$ cat src/rtl/fetch_align_buffer_pkg.sv
// Shared types for the fetch alignment buffer.
//   HW_WIDTH         : width of one buffered halfword
//   instruction_type : raw 32-bit instruction as handed to decode
//   fetch_state_type : fetch request FSM states
//   fetch_out_type   : bundle presented to decode (instr, pc, is_compressed)
package fetch_align_buffer_pkg;

  localparam int HW_WIDTH = 16;

  typedef logic [31:0] instruction_type;

  typedef enum logic {
    F_IDLE = 1'b0,
    F_WAIT = 1'b1
  } fetch_state_type;

  typedef struct packed {
    instruction_type instr;
    logic [31:0]     pc;
    logic            is_compressed;
  } fetch_out_type;

  // RVC encodings use every low-bit pattern except 2'b11.
  function automatic logic hw_is_compressed(input logic [HW_WIDTH-1:0] hw);
    return hw[1:0] != 2'b11;
  endfunction

endpackage

$ cat src/rtl/fetch_align_buffer_hw_fifo.sv
// Circular halfword FIFO with multi-entry push/pop.
//   clk, reset_n      : clock, asynchronous active-low reset
//   flush_i           : empty the FIFO; overrides push and pop in the same cycle
//   push_cnt_i        : halfwords to push this cycle (0..2)
//   push_hw0_i/1_i    : first / second halfword to push, in address order
//   pop_cnt_i         : halfwords to pop this cycle (0..2), never above count_o
//   count_o           : halfwords currently stored
//   head0_o/head1_o   : oldest and second-oldest stored halfwords
module fetch_align_buffer_hw_fifo
  import fetch_align_buffer_pkg::*;
#(
  parameter int DEPTH = 4,
  localparam int PTR_W = $clog2(DEPTH),
  localparam int CNT_W = $clog2(DEPTH + 1)
) (
  input  logic                clk,
  input  logic                reset_n,
  input  logic                flush_i,
  input  logic [1:0]          push_cnt_i,
  input  logic [HW_WIDTH-1:0] push_hw0_i,
  input  logic [HW_WIDTH-1:0] push_hw1_i,
  input  logic [1:0]          pop_cnt_i,
  output logic [CNT_W-1:0]    count_o,
  output logic [HW_WIDTH-1:0] head0_o,
  output logic [HW_WIDTH-1:0] head1_o
);

  localparam logic [PTR_W-1:0] PTR_ONE = PTR_W'(1);

  logic [HW_WIDTH-1:0] mem_q [DEPTH];
  logic [PTR_W-1:0]    wr_ptr_q, wr_ptr_d;
  logic [PTR_W-1:0]    rd_ptr_q, rd_ptr_d;
  logic [CNT_W-1:0]    count_q, count_d;

  // DEPTH is a power of two, so pointers wrap by plain overflow.
  always_comb begin
    wr_ptr_d = wr_ptr_q + PTR_W'(push_cnt_i);
    rd_ptr_d = rd_ptr_q + PTR_W'(pop_cnt_i);
    count_d  = count_q + CNT_W'(push_cnt_i) - CNT_W'(pop_cnt_i);
    if (flush_i) begin
      wr_ptr_d = '0;
      rd_ptr_d = '0;
      count_d  = '0;
    end
  end

  always_ff @(posedge clk or negedge reset_n) begin
    if (!reset_n) begin
      wr_ptr_q <= '0;
      rd_ptr_q <= '0;
      count_q  <= '0;
    end else begin
      wr_ptr_q <= wr_ptr_d;
      rd_ptr_q <= rd_ptr_d;
      count_q  <= count_d;
    end
  end

  // Storage needs no reset: entries are only read once counted as valid.
  always_ff @(posedge clk) begin
    if (!flush_i && push_cnt_i != 2'd0) mem_q[wr_ptr_q] <= push_hw0_i;
    if (!flush_i && push_cnt_i == 2'd2) mem_q[wr_ptr_q + PTR_ONE] <= push_hw1_i;
  end

  assign count_o = count_q;
  assign head0_o = mem_q[rd_ptr_q];
  assign head1_o = mem_q[rd_ptr_q + PTR_ONE];

endmodule

$ cat src/rtl/fetch_align_buffer.sv
// Fetch alignment buffer between instruction memory and decode.
// Fetches aligned words, buffers halfwords and presents one raw RV32IC
// instruction per cycle (compressed zero-extended, or 32-bit, possibly
// straddling two fetched words), sequencing the PC and handling redirects.
//   clk, reset_n             : clock, asynchronous active-low reset
//   imem_req/imem_addr       : one-cycle word fetch request, word aligned
//   imem_rvalid/imem_rdata   : in-order response, latency >= 1
//   redirect_valid/_pc       : control-flow redirect, highest priority
//   instr_valid/instr_ready  : decode handshake
//   instr/pc_out/is_compressed : instruction presented to decode
// Handshake: an instruction transfers when instr_valid && instr_ready in a
// cycle without redirect_valid; instr/pc_out/is_compressed hold steady while
// instr_valid is high and instr_ready is low.
module fetch_align_buffer
  import fetch_align_buffer_pkg::*;
#(
  parameter logic [31:0] RESET_PC = 32'h0000_0000,
  parameter int          BUF_HW   = 4
) (
  input  logic        clk,
  input  logic        reset_n,
  output logic        imem_req,
  output logic [31:0] imem_addr,
  input  logic        imem_rvalid,
  input  logic [31:0] imem_rdata,
  input  logic        redirect_valid,
  input  logic [31:0] redirect_pc,
  output logic        instr_valid,
  input  logic        instr_ready,
  output logic [31:0] instr,
  output logic [31:0] pc_out,
  output logic        is_compressed
);

  localparam int CNT_W = $clog2(BUF_HW + 1);
  // A new request reserves two slots, so it may issue only up to this fill.
  localparam logic [CNT_W-1:0] ISSUE_MAX = CNT_W'(BUF_HW - 2);

  fetch_state_type     state_q;
  logic                drop_q;
  logic                req_en_q;
  logic [31:0]         pc_q, pc_d;
  logic [31:0]         fetch_pc_q, fetch_pc_d;
  logic                skip_low_q, skip_low_d;

  logic [CNT_W-1:0]    count;
  logic [HW_WIDTH-1:0] head0, head1;
  logic                head_comp, out_valid;
  logic                issue, push_ok, consume;
  logic [1:0]          push_cnt, pop_cnt;
  logic [HW_WIDTH-1:0] push_hw0, push_hw1;
  fetch_out_type       fo;

  fetch_align_buffer_hw_fifo #(.DEPTH(BUF_HW)) u_fifo (
    .clk        (clk),
    .reset_n    (reset_n),
    .flush_i    (redirect_valid),
    .push_cnt_i (push_cnt),
    .push_hw0_i (push_hw0),
    .push_hw1_i (push_hw1),
    .pop_cnt_i  (pop_cnt),
    .count_o    (count),
    .head0_o    (head0),
    .head1_o    (head1)
  );

  // A 32-bit instruction whose high half is not yet buffered stays invalid.
  assign head_comp = hw_is_compressed(head0);
  assign out_valid = (count != '0 && head_comp) || (count >= CNT_W'(2));

  always_comb begin
    fo    = '0;
    fo.pc = pc_q;
    if (out_valid) begin
      fo.instr         = head_comp ? {16'h0000, head0} : {head1, head0};
      fo.is_compressed = head_comp;
    end
  end

  assign instr_valid   = out_valid;
  assign instr         = fo.instr;
  assign pc_out        = fo.pc;
  assign is_compressed = fo.is_compressed;

  // req_en_q keeps imem_req low while reset is asserted.
  assign issue     = req_en_q && (state_q == F_IDLE) && (count <= ISSUE_MAX) && !redirect_valid;
  assign imem_req  = issue;
  assign imem_addr = fetch_pc_q;

  // A word is kept unless it belongs to a pre-redirect request.
  assign push_ok  = imem_rvalid && (state_q == F_WAIT) && !drop_q && !redirect_valid;
  assign push_cnt = push_ok ? (skip_low_q ? 2'd1 : 2'd2) : 2'd0;
  assign push_hw0 = skip_low_q ? imem_rdata[31:16] : imem_rdata[15:0];
  assign push_hw1 = imem_rdata[31:16];

  assign consume = out_valid && instr_ready && !redirect_valid;
  assign pop_cnt = consume ? (head_comp ? 2'd1 : 2'd2) : 2'd0;

  always_comb begin
    pc_d       = pc_q;
    fetch_pc_d = fetch_pc_q;
    skip_low_d = skip_low_q;
    if (issue)   fetch_pc_d = fetch_pc_q + 32'd4;
    if (push_ok) skip_low_d = 1'b0;
    if (consume) pc_d = pc_q + (head_comp ? 32'd2 : 32'd4);
    if (redirect_valid) begin
      pc_d       = redirect_pc & 32'hFFFF_FFFE;
      fetch_pc_d = redirect_pc & 32'hFFFF_FFFC;
      skip_low_d = redirect_pc[1];
    end
  end

  always_ff @(posedge clk or negedge reset_n) begin
    if (!reset_n) begin
      state_q    <= F_IDLE;
      drop_q     <= 1'b0;
      req_en_q   <= 1'b0;
      pc_q       <= RESET_PC;
      fetch_pc_q <= {RESET_PC[31:2], 2'b00};
      skip_low_q <= RESET_PC[1];
    end else begin
      req_en_q   <= 1'b1;
      pc_q       <= pc_d;
      fetch_pc_q <= fetch_pc_d;
      skip_low_q <= skip_low_d;
      case (state_q)
        F_IDLE: if (issue) state_q <= F_WAIT;
        F_WAIT: begin
          if (imem_rvalid) begin
            state_q <= F_IDLE;
            drop_q  <= 1'b0;
          end else if (redirect_valid) begin
            // Response still in flight belongs to the old path.
            drop_q  <= 1'b1;
          end
        end
        default: state_q <= F_IDLE;
      endcase
    end
  end

  a_rvalid_only_when_waiting: assert property (
    @(posedge clk) disable iff (!reset_n) imem_rvalid |-> (state_q == F_WAIT)
  );

endmodule

$ cat config.mk
export PLATFORM = sky130hd
export DESIGN_NAME = fetch_align_buffer
export DESIGN_NICKNAME = d
export VERILOG_FILES = /design/src/rtl/fetch_align_buffer_pkg.sv /design/src/rtl/fetch_align_buffer_hw_fifo.sv /design/src/rtl/fetch_align_buffer.sv
export SDC_FILE = /design/constraint.sdc
export NUM_CORES = 1
export LEC_CHECK = 0
export ABC_CLOCK_PERIOD_IN_PS = 5300
export CORE_MARGIN = 4
export CORE_UTILIZATION = 45
export CTS_BUF_LIST = sky130_fd_sc_hd__clkbuf_8
export DETAILED_ROUTE_END_ITERATION = 10
export GPL_ROUTABILITY_DRIVEN = 0
export MAX_ROUTING_LAYER = met4
export PLACE_DENSITY = 0.78
export SLEW_MARGIN = 20
export SYNTH_ARGS = -nofsm -noshare
export SYNTH_HDL_FRONTEND = slang
export SYNTH_HIERARCHICAL = 1
export SYNTH_SLANG_ARGS = --single-unit
$ cat constraint.sdc
create_clock -name clk -period 5.3 [get_ports clk]
set_clock_uncertainty 0.2 [all_clocks]
set_input_delay 1.06 -clock clk [delete_from_list [all_inputs] [get_ports clk]]
set_output_delay 1.06 -clock clk [all_outputs]
set_load 0.02 [all_outputs]
After elaboration in Yosys (flattened, before gate mapping). Memories as Yosys holds them, arrays and structs flattened. Index checks and enable logic that the tools add are counted.

Bitwise logic cells: 1. Mux-type cells: 27. Add/sub/neg operators: 8. $lt $le $gt $ge: 2. Eq/ne operators: 2. Reduce and logical (&&, ||, !) cells: 21.

Operators with widths (count): 32-bit 2-to-1 mux (6); 32-bit by 3-bit adder with 32-bit output (1); 32-bit by 3-bit adder with 32-bit output (second input constant) (1); 16-bit 2-to-1 mux (1); 2-bit 2-to-1 mux (6); 1-bit logical AND (11); 1-bit 2-to-1 mux (11); 2-bit nonzero test (5); 3-bit 2-to-1 mux (2); 2-bit by 1-bit adder with 2-bit output (second input constant) (2); 2-bit adder (2); 3-bit by 2-bit adder with 3-bit output (1); 3-bit by 2-bit greater-or-equal comparator with 1-bit output (second input constant) (1); 3-bit by 2-bit <= comparator with 1-bit output (second input constant) (1); 3-bit nonzero test (1); 3-bit by 2-bit subtractor with 3-bit output (1); 2-bit equality test (second input constant) (1); 1-bit logical NOT (2); 2-bit inequality test (second input constant) (1); 1-bit case mux with 2 select lines (1); 2-bit AND reduction (1); 1-bit logical OR (1); 1-bit NOT (1).

Logic and storage cells: 71. Bits of input ports: 69. RAM bits: 64. Output and inout bits: 99. Bits in registers: 75. Memories: 1.

Memories: u_fifo.mem_q (words 4, width 16, read ports 2, clocked after memory_dff 0, wr ports 2, line fetch_align_buffer_hw_fifo.sv:30) `logic [HW_WIDTH-1:0] mem_q [DEPTH];`.

Logic depth before layout (Yosys ltp). Gate-level depths: netlist of run 1. An unclocked memory read counts as a cell.

Depth after elaboration: 9. Depth in mapped cells: 13.

By module. Netlist of run 1, hierarchy kept.

Modules (own cells, without submodules): fetch_align_buffer (instances 1, cells an instance 441, area an instance 4112.7 um2); fetch_align_buffer_hw_fifo (instances 1, cells an instance 222, area an instance 4038.9 um2).

Worst setup path after synthesis of run 1. No wires, ideal clock.

Kind: input -> register. Start: input port redirect_valid. End: memory u_fifo.mem_q[1][0], enable pin. Arrival: 3.329 ns. Cell stages on the path: 6. Buffers on the path: 3. Path slack: 1.357 ns. Library setup time: 0.414 ns. Path through: buf_1 -> buf_1 -> nor3_1 -> nand2b_1 -> buf_6 -> a211oi_1.

RTL lines: from (decl) (line fetch_align_buffer.sv:26) `input logic redirect_valid,`; to (decl) (line fetch_align_buffer_hw_fifo.sv:30).

Worst setup path after layout of run 1.
Start: register u_fifo.rd_ptr_q[0]. End: output port instr[31].

Longest elaborated chain between the ends: 5. Elaborated cells between the ends (all ways): 7. Those cells by class: 1 x add/sub; 1 x eq/ne; 2 x mux; 2 x reduce/logical; 1 x memory.

Ends and longest elaborated chain: from (decl) (line fetch_align_buffer_hw_fifo.sv:32) `logic [PTR_W-1:0] rd_ptr_q, rd_ptr_d;`; from (signal assigned) (line fetch_align_buffer_hw_fifo.sv:54) `rd_ptr_q <= rd_ptr_d;`; memory 4 x 16 bit *; named net head0[0] (line fetch_align_buffer.sv:47) `logic [HW_WIDTH-1:0] head0, head1;`; 2-bit inequality test * (line fetch_align_buffer_pkg.sv:25) `return hw[1:0] != 2'b11;`; 1-bit logical AND (line fetch_align_buffer.sv:69) `assign out_valid = (count != '0 && head_comp) || (count >= CNT_W'(2));`; 1-bit logical OR (line fetch_align_buffer.sv:69); 32-bit 2-to-1 mux * (line fetch_align_buffer.sv:74) `if (out_valid) begin`; to (decl) (line fetch_align_buffer.sv:30) `output logic [31:0] instr,`.

Mark *: on every way through the listed nets, which the timed path passes. The rest lies on a longest branch.

==> summary.md, run 1 <==
| Metric | Value |
|---|---|
| Status | finished, final reports clean |
| Synthesized area per cell | 12.29 sq um |
| Largest net degree at the start of global routing | 41 |
| PortBufs | 163 |
| Nets | 898 |
| Fin Setup TNS | 0 ns |
| Antenna diode count | 0 |
| Min Tclk post-route | 4.569 ns |
| Min-Delay Path Class | reg2reg |
| Core ar. | 17540 sq um |
| Initial drt markers | 454 |
| # rows | 48 |
| Ys async rst share | 52.94% |
| GRT Total Usage | 21.15% |
| WP data arrival | 3.31 ns |
| DPL Wire Length | 14750 um |
| H-tree lvl count | 4 |
| Sequential area share after synthesis | 45.68% |
| Yosys warning total | 6 |
| #FFs+latches synth | 136 |
| First-pass GRT wire length | 32330 um |
| Fillers | 1424 |
| Clock slew at reported path FFs | 0.08 ns |
| Power Total | 3.183 mW |
| DRC | 0 |
| Fmax | 218.9 MHz |
| Routed wire per std cell | 19.40 um |
| RSZ-0062 raised after global routing | no |
| Pwr per Cell Area | 305.6 nW/um^2 |
| Final hold vios | 0 |
| Vert. Die Dim | 142.6 um |
| Mapped cell area | 8152 sq um |
| Synth top area share | 23.58% |
| # IOs | 168 |
| Leading cell type in the layout, fill and taps excluded | clkdlybuf4s50_1 |
| Sink Count | 136 |
| Later-pin clock latency in the skew report | 0.45 ns |
| Synth unique cells | 62 |
| Post-layout util | 59.40% |
| Hold buffer count at cts | 0 |
| Peak VDD IR | 0.1548 mV |
| EDFF count, synth | 64 |
| Max-slew violation count | 0 |
| Mapped Cells | 663 |
| Postcts setup bufs | 0 |
| Die ar. | 20330 sq um |
| Clk buf depth | 2 |
| Most frequent cells in the layout | clkdlybuf4s50_1 (162), mux2_2 (76), dfrtp_1 (71) |
| CP startpoint kind | flip-flop |
| Post_cts resized | 0 |
| TritonCTS buffer count | 17 |
| Element type at the critical path end | output port |
| Share of layout cells above drive strength 1 | 22.81% |
| Final worst slack | 0.7309 ns |
| Routed WL | 20530 um |
| Initial antenna violation count | 0 |
| Number of iterations in the first detailed-routing pass | 5 |
| CP Max Fanout | 17 |
| Clock root buffer | clkbuf_8 |
| ANT nets after route | 0 |
| Area Growth Syn to Fin | 27.78% |
| Worst Path Required | 4.04 ns |
| Via/cell ratio | 5.686 |
| Max_cap viols | 0 |
| Final setup vio count | 0 |
| Die W | 142.6 um |
| Area leader, netlist | edfxtp_1 |
| Tcrit/Tclk final | 86.21% |
| DP Worst Slack | 0.8865 ns |
| Worst slew pin tran | 1.078 ns |
| Setup CP Type | reg2out |
| Max transition margin | 28.15% |
| Vias in the first global route | 5917 |
| Synth area leaders | edfxtp_1 (24%), dfrtp_1 (22%), mux2_2 (10%) |
| Remaining Overflow, GRT | 0 |
| CTS tree | yes |
| DR vias | 6016 |
| Initial Utilization | 46.48% |
| Top_reg_cell synth | dfrtp_1 |
| Leakage power | 3.752 nW |
-- state kept, by name, indices dropped and copies added, names as in the netlist --
name             count
state_q              1
u_fifo/count_o       3
imem_addr           30
skip_low_q           1
req_en_q             1
u_fifo/wr_ptr_q      2
drop_q               1
u_fifo/rd_ptr_q      2
u_fifo/mem_q        64
pc_out              31
-- worst max-delay path, stage by stage (launching register included) --
cell             delay, ns
dfrtp_1               0.36
buf_4                 0.26
mux4_2                0.32
nand2_1               0.18
nor2_1                0.83
and2_1                0.28
clkdlybuf4s50_1       0.63
-- logic make-up (layout without fill, tap and decap cells) --
kind of cell / count (synthesis) / in the layout / share of synthesized area [%]
simple gates: 205 / 205 / 14.31
flops: 136 / 136 / 45.68
mux: 131 / 131 / 23.39
compound gates: 75 / 75 / 6.094
buf+inv: 53 / 221 / 3.285
xor+xnor: 52 / 52 / 5.587
fa+ha+maj: 9 / 9 / 1.566
other cells: 2 / 4 / 0.09213
-- final cells by class --
| cell class | count | area [sq um] | area share, % |
|---|---|---|---|
| Tap cell | 225 | 281.5 | 2.703 |
| Multi-Input combinational cell | 476 | 4189 | 40.22 |
| Sequential cell | 136 | 3725 | 35.76 |
| Timing Repair Buffer | 176 | 1737 | 16.67 |
| Clock buffer | 17 | 234.0 | 2.246 |
| Clock inverter | 15 | 201.4 | 1.934 |
| Inverter | 13 | 48.80 | 0.4685 |
-- power breakdown --
part	total [mW]	internal, mW	switching (mW)
Combinational	0.960	0.487	0.473
Sequential	1.29	1.19	0.102
Clock	0.933	0.514	0.419
Total	3.18	2.19	0.993
-- final timing paths --
path                                                end                          from  slack, ns  cells after the start
max                                           instr[31]  u_fifo/rd_ptr_q[0]$_DFF_PN0_       0.73                      6
min                                  drop_q$_DFFE_PN0P_            drop_q$_DFFE_PN0P_       0.33                      2
max reg2reg                u_fifo/mem_q[3][8]$_DFFE_PP_        skip_low_q$_DFFE_PN0P_       1.77                      4
min reg2reg                          drop_q$_DFFE_PN0P_            drop_q$_DFFE_PN0P_       0.33                      2
max in group asynchronous  u_fifo/rd_ptr_q[1]$_DFF_PN0_                       reset_n       3.39                      2
min in group asynchronous     imem_addr[13]$_DFFE_PN0N_                       reset_n       0.48                      1
-- through the flow --
stage               cells  cell area, sq um  hold WS, ns
global placement     1026              9981       0.3112
finish               1058             10420       0.3332
CTS                  1058             10420       0.3451
global route         1058             10420       0.3935
floorplan             665              8159       0.2826
detailed placement   1026              9981       0.3272
-- cells in the mapped netlist (all sizes together) (7+ instances only) --
| master | n |
|---|---|
| a21oi | 29 |
| a31oi | 8 |
| and2 | 34 |
| and3 | 8 |
| and4 | 11 |
| buf | 22 |
| clkbuf | 18 |
| dfrtp | 72 |
| edfxtp | 64 |
| ha | 7 |
| inv | 13 |
| mux2 | 96 |
| mux4 | 32 |
| nand2 | 22 |
| nand3 | 15 |
| nand4 | 18 |
| nor2 | 36 |
| nor3 | 22 |
| nor4 | 7 |
| o21ai | 11 |
| or3 | 7 |
| xnor2 | 27 |
| xor2 | 25 |
-- layer usage --
metal | global-route usage (%) | share of wire (%)
met4 | 6.603 | 1.7
met2 | 33.21 | 48
met5 | - | 0
met3 | 4.200 | 6.8
met1 | 27.86 | 43
Power figures use the tool's default switching activity.
==> inputs of run 2 (changes only) <==
--- a/config.mk
+++ b/config.mk
@@ -11,6 +11,7 @@
 export CTS_BUF_LIST = sky130_fd_sc_hd__clkbuf_8
 export DETAILED_ROUTE_END_ITERATION = 10
 export GPL_ROUTABILITY_DRIVEN = 0
+export GPL_TIMING_DRIVEN = 1
 export MAX_ROUTING_LAYER = met4
 export PLACE_DENSITY = 0.78
 export SLEW_MARGIN = 20
==> results of run 2 <==
Same layout as run 1: the final DEF is identical, and so are final timing and power.
==> inputs of run 3 (changes only) <==
--- a/config.mk
+++ b/config.mk
@@ -6,6 +6,7 @@
 export NUM_CORES = 1
 export LEC_CHECK = 0
 export ABC_CLOCK_PERIOD_IN_PS = 5300
+export CAP_MARGIN = 20
 export CORE_MARGIN = 4
 export CORE_UTILIZATION = 45
 export CTS_BUF_LIST = sky130_fd_sc_hd__clkbuf_8
==> results of run 3 <==
Same layout as run 1: the final DEF is identical, and so are final timing and power.
